[config.mk]
export PLATFORM = sky130hd
export DESIGN_NAME = spi_arb
export DESIGN_NICKNAME = d
export VERILOG_FILES = /design/src/rtl/spi_arb.sv
export SDC_FILE = /design/constraint.sdc
export NUM_CORES = 1
export LEC_CHECK = 0
export ABC_CLOCK_PERIOD_IN_PS = 2700
export CORE_AREA = 2 2 71 73
export CTS_BUF_LIST = sky130_fd_sc_hd__clkbuf_2 sky130_fd_sc_hd__clkbuf_4 sky130_fd_sc_hd__clkbuf_8
export DETAILED_ROUTE_END_ITERATION = 6
export DIE_AREA = 0 0 73 75
export GPL_ROUTABILITY_DRIVEN = 0
export PLACE_DENSITY = 0.73
export SETUP_SLACK_MARGIN = 0.2
export SLEW_MARGIN = 20
export SYNTH_ARGS = -nofsm -noshare
export SYNTH_HDL_FRONTEND = slang
export SYNTH_SLANG_ARGS = --single-unit
[constraint.sdc]
create_clock -name CLK_IN -period 2.7 [get_ports CLK_IN]
set_clock_uncertainty 0.1 [all_clocks]
set_input_delay 0.27 -clock CLK_IN [delete_from_list [all_inputs] [get_ports CLK_IN]]
set_output_delay 0.27 -clock CLK_IN [all_outputs]
set_load 0.02 [all_outputs]
[src/rtl/spi_arb.sv]
// Two-requester round-robin arbiter feeding a single SPI mode-0 transmitter.
// A granted word is framed as SETUP -> SHIFT -> HOLD -> GAP, all outputs registered.
module spi_arb #(
  parameter int DATA_W  = 16,
  parameter int DIV_POW = 1
) (
  input  logic              CLK_IN,
  input  logic              RST_IN,
  input  logic              enable,
  input  logic              req0,
  input  logic              req1,
  input  logic [DATA_W-1:0] data0,
  input  logic [DATA_W-1:0] data1,
  output logic              gnt0,
  output logic              gnt1,
  output logic              busy,
  output logic              done,
  output logic              CS,
  output logic              SCLK,
  output logic              SDO
);

  localparam logic [2:0] ST_IDLE  = 3'd0;
  localparam logic [2:0] ST_SETUP = 3'd1;
  localparam logic [2:0] ST_SHIFT = 3'd2;
  localparam logic [2:0] ST_HOLD  = 3'd3;
  localparam logic [2:0] ST_GAP   = 3'd4;

  localparam int DIV_W = DIV_POW + 1;
  localparam int BIT_W = $clog2(DATA_W + 1);

  localparam logic [DIV_W-1:0] DIV_RELOAD = DIV_W'((1 << DIV_POW) - 1);
  localparam logic [BIT_W-1:0] BIT_LAST   = BIT_W'(DATA_W);

  logic [2:0]        state;
  logic [2:0]        state_nxt;
  logic [DIV_W-1:0]  div_cnt;
  logic [BIT_W-1:0]  bit_cnt;
  // Bits still to be sent below the one currently on SDO, left-aligned.
  logic [DATA_W-2:0] shreg;
  logic              rr_next;   // 1: requester 1 wins a tie next
  logic              tick;
  logic              grant_any;
  logic              win1;
  logic [DATA_W-1:0] sel_data;

  assign tick      = (div_cnt == '0);
  assign grant_any = (state == ST_IDLE) && enable && (req0 || req1);

  // Arbitration: tie goes to rr_next, otherwise the lone requester wins.
  always_comb begin
    win1     = (req0 && req1) ? rr_next : req1;
    sel_data = win1 ? data1 : data0;
  end

  // Next-state: each timed state ends when the divider expires.
  always_comb begin
    state_nxt = state;
    case (state)
      ST_IDLE:  if (grant_any) state_nxt = ST_SETUP;
      ST_SETUP: if (tick) state_nxt = ST_SHIFT;
      ST_SHIFT: if (tick && !SCLK && (bit_cnt == BIT_LAST)) state_nxt = ST_HOLD;
      ST_HOLD:  if (tick) state_nxt = ST_GAP;
      ST_GAP:   if (tick) state_nxt = ST_IDLE;
      default:  state_nxt = ST_IDLE;
    endcase
  end

  // State register.
  always_ff @(posedge CLK_IN) begin
    if (RST_IN) state <= ST_IDLE;
    else        state <= state_nxt;
  end

  // Half-period divider: reloads on every expiry, which is exactly when a
  // state change or SCLK toggle happens; parked at reload while idle.
  always_ff @(posedge CLK_IN) begin
    if (RST_IN)                          div_cnt <= DIV_RELOAD;
    else if ((state == ST_IDLE) || tick) div_cnt <= DIV_RELOAD;
    else                                 div_cnt <= div_cnt - 1'b1;
  end

  // Serial datapath: SCLK generation, rising-edge count, SDO advance on falls.
  always_ff @(posedge CLK_IN) begin
    if (RST_IN) begin
      SCLK    <= 1'b0;
      SDO     <= 1'b0;
      shreg   <= '0;
      bit_cnt <= '0;
    end else begin
      case (state)
        ST_IDLE: begin
          if (grant_any) begin
            SDO     <= sel_data[DATA_W-1];
            shreg   <= sel_data[DATA_W-2:0];
            bit_cnt <= '0;
          end
          SCLK <= 1'b0;
        end
        ST_SETUP: begin
          if (tick) begin
            SCLK    <= 1'b1;
            bit_cnt <= bit_cnt + 1'b1;
          end
        end
        ST_SHIFT: begin
          if (tick) begin
            if (SCLK) begin
              SCLK <= 1'b0;
              // The fall after the final rise keeps the LSB on the line.
              if (bit_cnt != BIT_LAST) begin
                SDO   <= shreg[DATA_W-2];
                shreg <= shreg << 1;
              end
            end else if (bit_cnt != BIT_LAST) begin
              SCLK    <= 1'b1;
              bit_cnt <= bit_cnt + 1'b1;
            end
          end
        end
        ST_HOLD: begin
          if (tick) SDO <= 1'b0;
        end
        default: begin
          SCLK <= 1'b0;
        end
      endcase
    end
  end

  // Control outputs: grant pulses, chip select, busy, done, round-robin pointer.
  always_ff @(posedge CLK_IN) begin
    if (RST_IN) begin
      CS      <= 1'b1;
      busy    <= 1'b0;
      done    <= 1'b0;
      gnt0    <= 1'b0;
      gnt1    <= 1'b0;
      rr_next <= 1'b0;
    end else begin
      gnt0 <= 1'b0;
      gnt1 <= 1'b0;
      done <= 1'b0;
      case (state)
        ST_IDLE: begin
          if (grant_any) begin
            gnt0    <= !win1;
            gnt1    <= win1;
            rr_next <= !win1;
            CS      <= 1'b0;
            busy    <= 1'b1;
          end
        end
        ST_HOLD: begin
          if (tick) begin
            CS   <= 1'b1;
            done <= 1'b1;
          end
        end
        ST_GAP: begin
          if (tick) busy <= 1'b0;
        end
        default: begin
        end
      endcase
    end
  end

endmodule

==> results of run 1 <==
==> flip-flops by register name (all words and copies together) (netlist names) <==
signal and cells:
shreg 15, bit_cnt 5, state 3, div_cnt 2
CS 1, SCLK 1, SDO 1, busy 1
done 1, gnt0 1, gnt1 1, rr_next 1
==> kinds of logic (layout without fill, tap and decap cells) <==
group / Yosys count / after routing / share of synthesized area [%]
AOI/OAI and AO/OA: 81 / 81 / 29.6
xor gates and xnor gates: 2 / 2 / 0.947
adders and majority gates: 3 / 3 / 2.03
buffers and inverters: 25 / 64 / 6.70
DFF: 33 / 33 / 35.7
muxes: 1 / 1 / 0.541
and+or+nand+nor: 83 / 83 / 24.5
==> critical path: cells and delay by family (launching register included) <==
family / cells / cell delay [ns]
simple gates: 2 / 0.94
fa+ha+maj: 1 / 0.39
compound gates: 2 / 0.34
flops: 1 / 0.30
buf+inv: 1 / 0.06
==> worst max-delay path by stage <==
stage / to / start / depth (start not counted) / slack, ns
after global routing: shreg[6] / div_cnt[0] / 6 / 0.26
after floorplan: shreg[11] / bit_cnt[0] / 7 / 1.09
after global placement: shreg[6] / req0 / 5 / 0.50
final: shreg[6] / div_cnt[0] / 6 / 0.51
after detailed placement: shreg[6] / req0 / 5 / 0.45
after CTS: shreg[6] / div_cnt[0] / 6 / 0.49
==> through the flow <==
stage,power [mW],worst slack [ns],area [µm²]
floorplan,0.699,1.09,1850
global placement,0.795,0.505,2300
detailed placement,0.797,0.451,2300
CTS,1.28,0.487,2420
global route,1.33,0.261,2420
finish,1.28,0.512,2420
==> routing by layer <==
layer  part of all wire [%]  routed length [µm]  track usage [%]
met1                     46                2040             21.9
met2                     48                2150             26.2
met3                    4.7                 211             3.08
met4                   0.99                  44             7.41
met5                      0                   0                0
==> area by class of cell <==
cell class                 count  area (µm²)
inverter                       6        22.5
sequential                    33         661
timing repair buffer          50         483
clock buffer                   7        90.1
fill                         431        2240
clock inverter                 1        30.0
tap                           54        67.6
multi-input combinational    170        1060
==> power by group through the flow <==
| stage | Combinational (mW) | Clock [mW] | Sequential, mW |
|---|---|---|---|
| floorplan | 0.152 | 0 | 0.547 |
| global placement | 0.249 | 0 | 0.546 |
| detailed placement | 0.251 | 0 | 0.546 |
| CTS | 0.252 | 0.492 | 0.536 |
| global route | 0.277 | 0.516 | 0.539 |
| finish | 0.251 | 0.490 | 0.535 |
==> synthesized netlist by cell type (2+ instances only) <==
cell / instances
a21boi_0: 3
a22o_1: 14
nand3_1: 17
inv_1: 6
a21oi_1: 11
nor2b_1: 5
nor2_1: 23
o31ai_1: 3
nand4_1: 3
ha_1: 3
and3_1: 4
buf_6: 2
nor3_1: 7
buf_2: 6
a21o_1: 2
o32ai_1: 2
dfxtp_1: 33
a2111oi_0: 2
buf_4: 2
a31oi_1: 14
o21ai_0: 19
or2_2: 3
nand2_1: 6
clkbuf_1: 9
nor3b_1: 2
o21a_1: 2
o41ai_1: 2
a2bb2oi_1: 2
nand3b_1: 2
nand2b_1: 5
==> run_results.csv, run 1 <==
group,metric,value,unit
run_status,outcome,"finished clean",
timing,rsz0062_at_grt,"false",
route,via_per_inst,5.66,
die,initial_core_util,39.7,%
yosys,synth_edf_count,0,
setup_path,timing.rr.end,"shreg[6]",
setup_path,cp_max_fo,14,
yosys,synth_area_leaders,"dfxtp_1 36%, a22o_1 6.6%, o21ai_0 5.1%",
yosys,synthFlopType,"dfxtp_1",
finish,final_common_cell,"clkdlybuf4s50_1",
timing,timing.hold.ws,0.380,ns
placement,dp_hpwl,3.20,mm
route,detail_route.iter0.violations,106,
timing,hold_viol,0,
setup_path,reg2reg_depth,6,
clock_network,post_cts_buffers,0,
yosys,synth_top_area_share,35.7,%
setup_path,crit_required,2.83,ns
yosys,synth_top_area_cell,"dfxtp_1",
timing,slew_headroom,42.2,%
die,die_h,75,µm
timing,period_share,81.0,%
clock_network,numCtsBuffers,5,
setup_path,critPathSlowestCell,"nor3_2",
timing,tightest_slew,0.863,ns
yosys,yosysSeqAreaShare,35.7,%
power,pwr-share-seq,41.9,%
die,dieArea,5480,µm²
power,power.share.switching,25.1,%
timing,slew_violations,0,
die,core,4660,µm²
finish,final_cell_mix,"43 x clkdlybuf4s50_1, 33 x dfxtp_1, 23 x nor2_1",
placement,portBuffers,43,
setup_path,r2r_start,"div_cnt[0]",
clock_network,clk_pin_slew,0.07,ns
setup_path,path_class,"register to register",
timing,period_minus_slack,2.19,ns
route,dr.pass1.iters,4,
clock_network,clk_path_buf_depth,2,
timing,setup_viol,0,
min_path,hold_depth,2,
route,drc,0,
timing,fin_tns_setup,0,ns
route,wl,4.45,mm
finish,layout-drive-gt1-share,8.24,%
yosys,avgSynthCellArea,8.11,µm²
grt,grt.total_usage,16.5,%
grt,antenna_found_initial,0,
yosys,synthesis.nets,268,
yosys,synth.distinct_cells,44,
finish,fin_util,51.9,%
power,pwr-share-clk,38.4,%
placement,place_inst,313,
min_path,hold_end,"div_cnt[0]",
yosys,ys_seq_elements,33,
route,num_vias,1817,
grt,grt_pass1_wl,7.12,mm
finish,antenna_cells,0,
die,fp.dieW,73,µm
run,max_cap_violations,0,
route,ant_nets,0,
grt,grt_overflow_total,0,
power,p_comb_share,19.7,%
setup_path,endpoint_kind,"register",
setup_path,rrSetupSlack,0.51,ns
timing,fmax,0.457,GHz
setup_path,worstPathArrival,2.32,ns
setup_path,cp_slowest_stage_delay,0.70,ns
min_path,min_from,"div_cnt[0]",
power,p_int,957,µW
die,boundaryPins,44,
clock_network,clock-sinks,33,
finish,layout.cells.non_filler,321,
yosys,netlist_area,1850,µm²
finish,area_growth,30.8,%
clock_network,hold_buffers,0,
grt,grt_max_degree,32,
grt,grt_pass1_vias,1573,
setup_path,crit_chain,"inv_1 > ha_1 > and3_1 > a2bb2oi_1 > nor3_2 > a22o_1",
route,wl_per_cell,13.9,µm
clock_network,cts_resized,0,
power,p_per_area,528,nW/µm²
power,leakage,0.938,nW
setup_path,cp-start-kind,"register",
power,p_sw,320,µW
clock_network,cts_tree,"done",
clock_network,ctsRootBufferMaster,"clkbuf_8",
power,peakVddDrop,299,µV
clock_network,cts_htree_levels,2,
die,rows,25,
clock_network,insertion_delay,0.28,ns
finish,nNetsFinal,306,
yosys,yosys_warnings,0,
yosys,synthCells,228,
yosys,async_flop_share,0,%
min_path,holdCritPathClass,"register to register",
Note: power is estimated with default switching activity, not from simulation.
==> run 2, diff against run 1 <==
Settings changed: ABC_CLOCK_PERIOD_IN_PS 2700 to 1900, PLACE_DENSITY 0.73 to 0.75.
Clock period 2.7 ns to 1.9 ns, I/O delays scaled along.
==> run 2 against run 1 <==
Setup slack lost 0.30 ns. Largest cell class unchanged. Die area is the same. First-iteration DRC count grew 55%. Final area grew 16%. Sequential share of layout area shrank 3.6 points. Highest routed layer unchanged. Critical path type unchanged.
==> run_results.csv, run 2 (synthesis results as in run 1) <==
group,metric,value,unit
run_status,outcome,"finished clean",
clock_network,ctsRootBufferMaster,"clkbuf_8",
grt,grt_pass1_wl,8.03,mm
clock_network,clk_path_buf_depth,2,
run,max_cap_violations,0,
die,initial_core_util,39.7,%
finish,antenna_cells,0,
finish,final_cell_mix,"43 x clkdlybuf4s50_1, 30 x dfxtp_1, 22 x nor2_1",
route,wl_per_cell,16.8,µm
timing,tightest_slew,0.414,ns
finish,final_common_cell,"clkdlybuf4s50_1",
timing,fmax,0.593,GHz
setup_path,r2r_start,"state[1]",
die,rows,25,
grt,antenna_found_initial,0,
setup_path,cp_slowest_stage_delay,0.46,ns
grt,grt.total_usage,18.9,%
power,p_per_area,694,nW/µm²
min_path,hold_depth,2,
power,fin_total_pwr,1.95,mW
setup_path,path_class,"register to register",
finish,area_growth,51.8,%
die,dieArea,5480,µm²
grt,grt_pass1_vias,1726,
setup_path,critPathSlowestCell,"or3b_4",
placement,dp_hpwl,3.46,mm
setup_path,endpoint_kind,"register",
clock_network,insertion_delay,0.29,ns
setup_path,reg2reg_depth,5,
route,ant_nets,0,
clock_network,numCtsBuffers,5,
route,dr.pass1.iters,4,
timing,period_minus_slack,1.69,ns
timing,slew_headroom,72.2,%
min_path,holdCritPathClass,"register to register",
setup_path,worstPathArrival,1.76,ns
route,via_per_inst,5.96,
setup_path,cp_max_fo,14,
clock_network,clk_pin_slew,0.07,ns
finish,layout-drive-gt1-share,23.2,%
min_path,hold_end,"div_cnt[0]",
timing,rsz0062_at_grt,"false",
setup_path,crit_required,1.97,ns
finish,reg_top3,"shreg: 15 flops, bit_cnt: 5 flops, state: 3 flops",
clock_network,cts_htree_levels,2,
timing,period_share,88.7,%
setup_path,rrSetupSlack,0.21,ns
setup_path,timing.rr.end,"shreg[5]",
die,die_h,75,µm
finish,fin_util,60.2,%
setup_path,path_buf_inv,1,
power,peakVddDrop,465,µV
setup_path,crit_chain,"or3b_4 > buf_4 > nor2_1 > a31oi_1 > a22o_1",
finish,nFillCells,379,
placement,portBuffers,43,
timing,hold_viol,0,
power,leakage,1.09,nW
grt,grt_max_degree,22,
grt,grt_overflow_total,0,
setup_path,cp_top_family,"simple AND/OR/NAND/NOR gates",
route,detail_route.iter0.violations,164,
die,boundaryPins,44,
route,num_vias,2043,
clock_network,clock-sinks,33,
die,fp.dieW,73,µm
route,wl,5.76,mm
timing,slew_violations,0,
finish,nNetsFinal,328,
clock_network,hold_buffers,0,
finish,largest-register,"shreg",
setup_path,cp-start-kind,"register",
die,core,4660,µm²
finish,largest_reg_flops,15,
clock_network,cts_tree,"done",
min_path,min_from,"div_cnt[0]",
timing,setup_viol,0,
route,drc,0,
run 2: cell count changes in the layout (fill, tap and decap cells not counted), sizes merged:
cell | before | now
buf | 7 | 27
clkinvlp | 0 | 3
inv | 6 | 5
run 2: worst register-to-register path: cells and delay by family, from the launching register on:
family                 cells  cell delay [ns]
AND/OR/NAND/NOR            2             0.58
AO/OA/AOI/OAI              2             0.29
buffers and inverters      1             0.21
flip-flops                 1             0.39
run 2: per-stage QoR:
step,cell area (µm²),setup WS (ns),setup TNS (ns),std cells,hold WS [ns]
2_1_floorplan,1850,0.288,0,228,0.194
5_1_grt,2810,0.110,0,343,0.395
4_1_cts,2560,0.207,0,334,0.385
6_report,2810,0.214,0,343,0.372
3_5_place_dp,2420,-0.223,-2.79,326,0.358
3_3_place_gp,2420,-0.174,-2.05,326,0.357
run 2: area by class of cell:
class                      instances  area (µm²)  area share (%)
clock buffer                       6        82.6            2.94
clock inverter                     2        37.5            1.34
inverter                           6        26.3           0.936
multi-input combinational        170        1210            43.1
sequential                        33         664            23.7
tap                               54        67.6            2.41
timing repair buffer              71         711            25.3
timing repair inverter             1        7.51           0.267
run 2: per-layer routing:
| layer | vias to the layer above | part of all wire (%) | global-route usage (%) |
|---|---|---|---|
| li1 | 969 | - | - |
| met1 | 978 | 42 | 25.0 |
| met2 | 78 | 50 | 30.7 |
| met3 | 18 | 5.5 | 3.75 |
| met4 | 0 | 3.1 | 6.58 |
| met5 | - | 0 | 0 |
run 2: worst max-delay path by stage:
stage / cells after the start / startpoint / end
5_1_grt: 5 / rr_next / shreg[5]
4_1_cts: 6 / div_cnt[0] / shreg[6]
3_5_place_dp: 5 / req0 / shreg[6]
6_report: 5 / state[1] / shreg[5]
2_1_floorplan: 7 / bit_cnt[0] / shreg[11]
3_3_place_gp: 5 / req0 / shreg[6]
run 2: report_power, final:
| group | internal, mW | switching (mW) |
|---|---|---|
| registers | 0.735 | 0.0303 |
| clock network | 0.427 | 0.284 |
| logic | 0.250 | 0.222 |
| total | 1.41 | 0.537 |
run 2: repair_timing:
item                                    in CTS  in global routing
gates resized for setup                      5                 34
pin swaps                                    1                  6
setup buffers                                0                  7
gates cloned                                 0                  2
endpoints found under the setup margin      15                 21
hold endpoints to repair                     0                  0
